### src/rtl/gray_counter_ctrl.sv
// rtl/gray_counter_ctrl.sv - run/pause/step sequencer for the 4-bit Gray-code counter datapath
module gray_counter_ctrl #(
    parameter int LIMIT = 10000000
) (
    input  logic       clk,
    input  logic       rst,
    input  logic       btn_run,
    input  logic       btn_step,
    input  logic       btn_clr,
    input  logic [1:0] mode,
    input  logic [3:0] cnt_value,
    output logic       cnt_en,
    output logic       cnt_up,
    output logic       cnt_clr,
    output logic [1:0] state
);

    typedef enum logic [1:0] {
        IDLE  = 2'b00,
        RUN   = 2'b01,
        PAUSE = 2'b10,
        DONE  = 2'b11
    } state_t;

    localparam logic [26:0] TICK_AT = 27'(LIMIT - 1);

    state_t      st;
    logic [2:0]  btn_s1, btn_s2, btn_s3, btn_pulse;
    logic [1:0]  mode_s1, mode_s2;
    logic [26:0] presc;
    logic        dir;

    logic run_p, step_p, clr_p, tick;
    logic step_req, step_en, step_up, step_done, dir_nxt;

    assign run_p  = btn_pulse[0];
    assign step_p = btn_pulse[1];
    assign clr_p  = btn_pulse[2];
    assign tick   = (st == RUN) && (presc == TICK_AT);
    assign state  = st;

    // Edge pulse is registered so a press reaches the FSM three edges after first sample.
    always_ff @(posedge clk) begin
        if (!rst) begin
            btn_s1    <= '0;
            btn_s2    <= '0;
            btn_s3    <= '0;
            btn_pulse <= '0;
            mode_s1   <= '0;
            mode_s2   <= '0;
        end else begin
            btn_s1    <= {btn_clr, btn_step, btn_run};
            btn_s2    <= btn_s1;
            btn_s3    <= btn_s2;
            btn_pulse <= btn_s2 & ~btn_s3;
            mode_s1   <= mode;
            mode_s2   <= mode_s1;
        end
    end

    always_comb begin
        step_req = 1'b0;
        case (st)
            IDLE, PAUSE: step_req = step_p;
            RUN:         step_req = tick;
            default:     step_req = 1'b0;
        endcase
        if (clr_p || run_p)
            step_req = 1'b0;
    end

    always_comb begin
        step_en   = 1'b1;
        step_up   = 1'b1;
        step_done = 1'b0;
        dir_nxt   = dir;
        case (mode_s2)
            2'b00: step_up = 1'b1;
            2'b01: step_up = 1'b0;
            2'b10: begin
                // Turn around on the end value itself so neither end is repeated.
                if (dir && cnt_value == 4'd15) begin
                    dir_nxt = 1'b0;
                    step_up = 1'b0;
                end else if (!dir && cnt_value == 4'd0) begin
                    dir_nxt = 1'b1;
                    step_up = 1'b1;
                end else begin
                    step_up = dir;
                end
            end
            default: begin
                if (cnt_value == 4'd15) begin
                    step_en   = 1'b0;
                    step_done = 1'b1;
                end
            end
        endcase
    end

    always_ff @(posedge clk) begin
        if (!rst) begin
            st      <= IDLE;
            cnt_en  <= 1'b0;
            cnt_up  <= 1'b1;
            cnt_clr <= 1'b0;
            dir     <= 1'b1;
            presc   <= '0;
        end else begin
            cnt_en  <= 1'b0;
            cnt_clr <= 1'b0;
            presc   <= (st == RUN && !tick && !run_p && !clr_p) ? presc + 27'd1 : 27'd0;
            if (clr_p) begin
                cnt_clr <= 1'b1;
                dir     <= 1'b1;
                st      <= IDLE;
            end else if (run_p) begin
                case (st)
                    IDLE, PAUSE: st <= RUN;
                    RUN:         st <= PAUSE;
                    default: begin
                        cnt_clr <= 1'b1;
                        dir     <= 1'b1;
                        st      <= RUN;
                    end
                endcase
            end else if (step_req) begin
                cnt_en <= step_en;
                if (step_en)
                    cnt_up <= step_up;
                dir <= dir_nxt;
                if (step_done)
                    st <= DONE;
            end
        end
    end

endmodule

### config.mk
export PLATFORM = sky130hd
export DESIGN_NAME = gray_counter_ctrl
export DESIGN_NICKNAME = d
export VERILOG_FILES = /design/src/rtl/gray_counter_ctrl.sv
export SDC_FILE = /design/constraint.sdc
export NUM_CORES = 1
export LEC_CHECK = 0
export CORE_AREA = 2 2 61 63
export DETAILED_ROUTE_END_ITERATION = 12
export DIE_AREA = 0 0 63 65
export GPL_ROUTABILITY_DRIVEN = 0
export GPL_TIMING_DRIVEN = 0
export PLACE_DENSITY = 0.88
export SYNTH_ARGS = -nofsm -noshare
export SYNTH_HDL_FRONTEND = slang
export SYNTH_SLANG_ARGS = --single-unit
### constraint.sdc
create_clock -name clk -period 3.96 [get_ports clk]
set_clock_uncertainty 0.1 [all_clocks]
set_input_delay 1.188 -clock clk [delete_from_list [all_inputs] [get_ports clk]]
set_output_delay 1.188 -clock clk [all_outputs]
set_load 0.02 [all_outputs]
# Word level (Yosys, flattened, before mapping)
# Cells that the tools add are included.
# totals
reg_bits,49
word_cells,72
inputBits,11
output_inout_bits,5
# op_classes
n_addsub,1
muxes,20
n_bitwise,6
eq_ne,7
reduce_logical,26
# op_table
operator,n
"27-bit by 1-bit adder with 27-bit output, second input constant",1
"27-bit by 24-bit == test with 1-bit output, second input constant",1
1-bit two-way mux,14
2-bit two-way mux,4
1-bit logical AND,6
2-bit nonzero test,3
3-bit OR reduction,2
"2-bit by 1-bit == test with 1-bit output, second input constant",2
"2-bit == test, second input constant",2
"4-bit == test, second input constant",1
1-bit zero test,4
2-bit zero test,2
4-bit zero test,1
1-bit inverter,4
1-bit one-hot mux with 2 select lines,2
2-bit AND reduction,2
4-bit AND reduction,1
2-bit OR reduction,2
4-bit OR reduction,1
3-bit bitwise AND,1
3-bit inverter,1
3-bit AND reduction,1
"2-bit != test, second input constant",1
1-bit logical OR,1

# Depth between registers and ports, before layout
# logic_depth
depth_word,7
mapped_depth,6
depth_no_buf,6

# Least setup slack after synthesis
# Ideal clock, no wire load.
# synth_path
path_type,input port to flip-flop
from,in cnt_value[1]
to,reg dir
required_time_ns,3.740
t_arrival_ns,1.867
slack_ns,1.873
path_buffers,0
cell_stages,5
cell_sequence,nor3_1 -> o21bai_1 -> nand2_1 -> and4_2 -> a211o_1
# synth_via
elab_chain_cells,7
word_cells_on_any_way,9
cone_classes,eq/ne (1); mux (5); reduce/logical (3)
# synth_lines
item,line,text
start: declaration,11,"input logic [3:0] cnt_value,"
4-bit zero test,85,end else if (!dir && cnt_value == 4'd0) begin
1-bit logical AND,85,
1-bit two-way mux,-,
1-bit two-way mux *,-,
1-bit two-way mux *,77,case (mode_s2)
1-bit two-way mux *,127,end else if (step_req) begin
1-bit two-way mux *,117,end else if (run_p) begin
end signal: assignment,131,dir <= dir_nxt;
end: declaration,31,logic dir;
# Every way passes the cells marked *; elsewhere a longest branch is shown, timed or not. The select of a mux whose other input is x is not followed.
# A chain may end at the register's enable or synchronous reset.

# Worst setup path after layout
# layout_path
from,reg st[0] (netlist: state[0])
to,out state[0]
# layout_lines
item,line,text
start: declaration,27,state_t st;
start signal: assignment,103,st <= IDLE;
start signal: assignment,116,st <= IDLE;
start signal: assignment,119,"IDLE, PAUSE: st <= RUN;"
end: declaration,15,output logic [1:0] state
# No word-level cell between the ends.

==> results.txt <==
The hold violation total from the final report was 0; the total count of max-transition violations in the final report was 0. The die is 63 µm wide. In this run, CTS created clock tree buffers numbering 5. The longest clock path from root to sink contains 2 buffers. After detailed routing, the total wire length is 3380 µm.

Hold repair after CTS inserted 0 buffers. The leakage power total is 0.779 nW. The via density per instance was 5.21.

The critical path start-end classification is flip-flop to primary output. The proportion of total power due to net switching works out to 24.0%. The initial antenna violation count was 0; the final period utilization was 69.4%. The post-route setup TNS came out at 0 ns. The detailed router placed 1,481 vias in this run.

Relative to the synthesized area, the layout overhead comes to 13.8%. The worst setup path is captured at a primary output. The average instance in the mapped netlist occupies 9.43 µm². The run gives 0.37 ns as the source-to-sink clock delay at the later pin of the worst-skew pair. After detailed routing, the number of remaining DRC violations is 0. Number of buffer and inverter instances along the worst setup path: 1. The number of placement rows is 22, and the global-route wire length before repair is 5730 µm.

In this run, post-CTS repair resized a total of 0 instances. The fraction of layout instances using a drive strength above 1 is 7.63%. Per report_power, the sequential group accounts for 64.1% of the total. Setup violations remaining at the end of the flow were counted as 0. The run gives 1,321 as the number of global-route vias before repair. For the number of detailed-route iterations in the first pass, the log shows 4.

In this design, the largest share of critical-path delay is due to buffers and inverters. Fill cells in the final layout number 294. The commonest cells after synthesis are dfxtp_1 (49), nor2_1 (35), xor2_1 (16), nand3_1 (15).

The critical path's largest stage delay came out at 0.64 ns. The initial cell density of the core was 57.5%. The worst min-delay path class is flip-flop to flip-flop. The destination of the worst hold path was btn_pulse[0]$_SDFF_PN0_. The tools report the clock root buffer as clkbuf_4. The worst slew margin relative to its limit was 46.0%. After detailed routing, the average wire length per cell comes to 11.9 µm. In the synthesized netlist, the number of instances is 213. The hold path startpoint was btn_s3[0]$_SDFF_PN0_.

Entering global routing, the biggest net connects 19 pins. For the worst flop-to-flop path, the logic depth is 6. The number of ports placed on the die boundary came out at 16. Slowest cell on the critical path: clkdlybuf4s50_1. Number of input and output port buffers inserted: 15.

Per report_power, the clock group accounts for 31.9% of the total. The run finished with clean final reports. The async set-or-reset flop fraction in the synthesized netlist came out at 0%. Synthesis inferred 49 register bits.

Cell internal power was estimated by the tool at 0.598 mW. The startpoint identified for the worst register-to-register timing path is presc[0]$_SDFF_PN0_. During synthesis, Yosys emitted a total of 0 warnings. Summed over all nets, the half-perimeter wirelength after detailed placement is 2460 µm. The floorplan core area was 0.00350 mm²; the multi-input combinational cell area was 983 µm². The cell type with the largest total area after synthesis was dfxtp_1. Sequential cells were found to cover 48.8% of the synthesized design area.

The worst reg-to-reg setup slack is 1.68 ns, and the post-synthesis net count is 225. The logs give 247 for the number of nets in the layout and 0 for the post-CTS setup buffer count. The sequential cells in the finished layout cover a total of 981 µm².

The remaining number of nets flagged by the antenna check after routing was 0. Most frequent cell after synthesis: dfxtp_1. The net load switching power is 0.188 mW, and the total die area is 0.00410 mm². The arrival time at the worst endpoint is 1.46 ns. The endpoint identified for the worst register-to-register timing path is presc[15]$_SDFF_PN0_. Setup repair after global routing left no endpoint under its margin.

The post-synthesis cell type count was 37. The type of origin of the critical path was a flip-flop. Sorting the synthesized cells by area gives the leading types as dfxtp_1 (49%), xor2_1 (7.0%), nor2_1 (6.5%), and2_1 (4.4%), xnor2_1 (3.9%).

The slew at the pin closest to its max-slew limit was 0.803 ns. Of all nets on the critical path, the largest fanout is 6. Global routing used 18.0% of the available tracks.

The worst path needs 2.75 ns of the cycle, external delays included. TritonCTS built the clock tree. Counting flops with a built-in enable in the synthesized netlist gives 0.

For this run, the leading register cell type out of synthesis is dfxtp_1. The total overflow reported by the global router was 0; the relative contribution of combinational cells to total power was 4.0%. Across the run, the number of max-cap violations was 0. From bottom edge to top edge, the die measures 65 µm. After clock tree synthesis, the clock-pin slew on the worst setup and hold paths is 0.15 ns. Traced cell by cell, the critical path runs through clkdlybuf4s50_1. For the worst setup path, the data required time is 2.67 ns. The area share of the largest cell type after synthesis works out to 48.8%. For this run, the top clock speed supported by timing is 364 MHz. Worst hold margin: 0.299 ns. The CTS H-tree depth was 2; the antenna cell count was 0. After synthesis the cells add up to 0.00201 mm². The power density over the cells is 344 mW/mm², and the number of stages on the worst hold path is 1. The run gives 67 as the count of routing violations after the opening detailed-route iteration. Total clock sinks: 49. VDD sags by at most 0.245 mV.
metal layers:
metal | GRT usage [%] | share of wire, %
met1 | 23.4 | 49
met2 | 28.6 | 46
met3 | 4.17 | 3.5
met4 | 8.33 | 1.6
met5 | 0 | 0
power groups by stage:
stage                     logic [mW]  clock network (mW)  registers, mW
after floorplan               0.0142                   0          0.515
after global placement        0.0306                   0          0.515
after detailed placement      0.0312                   0          0.515
after CTS                     0.0314               0.262          0.504
after global routing          0.0341               0.282          0.506
final                         0.0311               0.251          0.504
final cells by class:
| cell class | instances | area share [%] |
|---|---|---|
| multi-input cells | 156 | 43.0 |
| plain buffers | 4 | 1.31 |
| well taps | 48 | 2.63 |
| clock buffers | 5 | 1.64 |
| inverters | 4 | 0.657 |
| clock inverters | 3 | 1.26 |
| repair buffers | 15 | 6.57 |
| flip-flops and latches | 49 | 42.9 |
stage by stage:
stage / instances / power (mW) / setup slack (ns) / util [%] / area (µm²)
after floorplan: 213 / 0.529 / 1.87 / - / 2010
after global placement: 276 / 0.545 / 1.13 / 63.5 / 2220
after detailed placement: 276 / 0.546 / 1.11 / 63.5 / 2220
after CTS: 284 / 0.797 / 1.19 / 65.4 / 2290
after global routing: 284 / 0.822 / 1.16 / 65.4 / 2290
final: 284 / 0.786 / 1.21 / 65.4 / 2290
state kept, by name (all words and copies together), names as in the netlist, 2 cells and up:
name,cells
btn_s3,3
btn_s1,3
btn_s2,3
state,2
mode_s2,2
btn_pulse,3
mode_s1,2
presc,27
cell families (layout without fill, tap and decap cells):
group	count (synthesis)	in the layout	synth area share (%)
AOI/OAI and AO/OA	9	9	4.73
xor gates and xnor gates	25	25	10.9
adders and majority gates	1	1	0.623
buffers and inverters	8	31	2.24
DFF	49	49	48.8
muxes	1	1	0.498
and+or+nand+nor	120	120	32.2
layout by cell type (no fill, tap or decap), drive strengths merged, types with 7 or more instances in the layout:
cell type      count
nand4              9
nor3               7
nand2             14
nand3             16
xnor2              9
clkbuf             7
and2              15
dfxtp             49
nor2              35
clkdlybuf4s50     15
inv                7
xor2              16
and4               7
worst max path at each step:
stage / start / to / slack [ns] / depth (start not counted)
6_report: state[0]$_SDFFE_PP0P_ / state[0] / 1.21 / 1
5_1_grt: state[0]$_SDFFE_PP0P_ / state[0] / 1.16 / 1
4_1_cts: state[0]$_SDFFE_PP0P_ / state[0] / 1.19 / 1
3_5_place_dp: rst / presc[15]$_SDFF_PN0_ / 1.11 / 6
3_3_place_gp: rst / presc[26]$_SDFF_PN0_ / 1.13 / 6
2_1_floorplan: cnt_value[1] / dir$_SDFFE_PP1P_ / 1.87 / 5
Power figures use the tool's default switching activity.
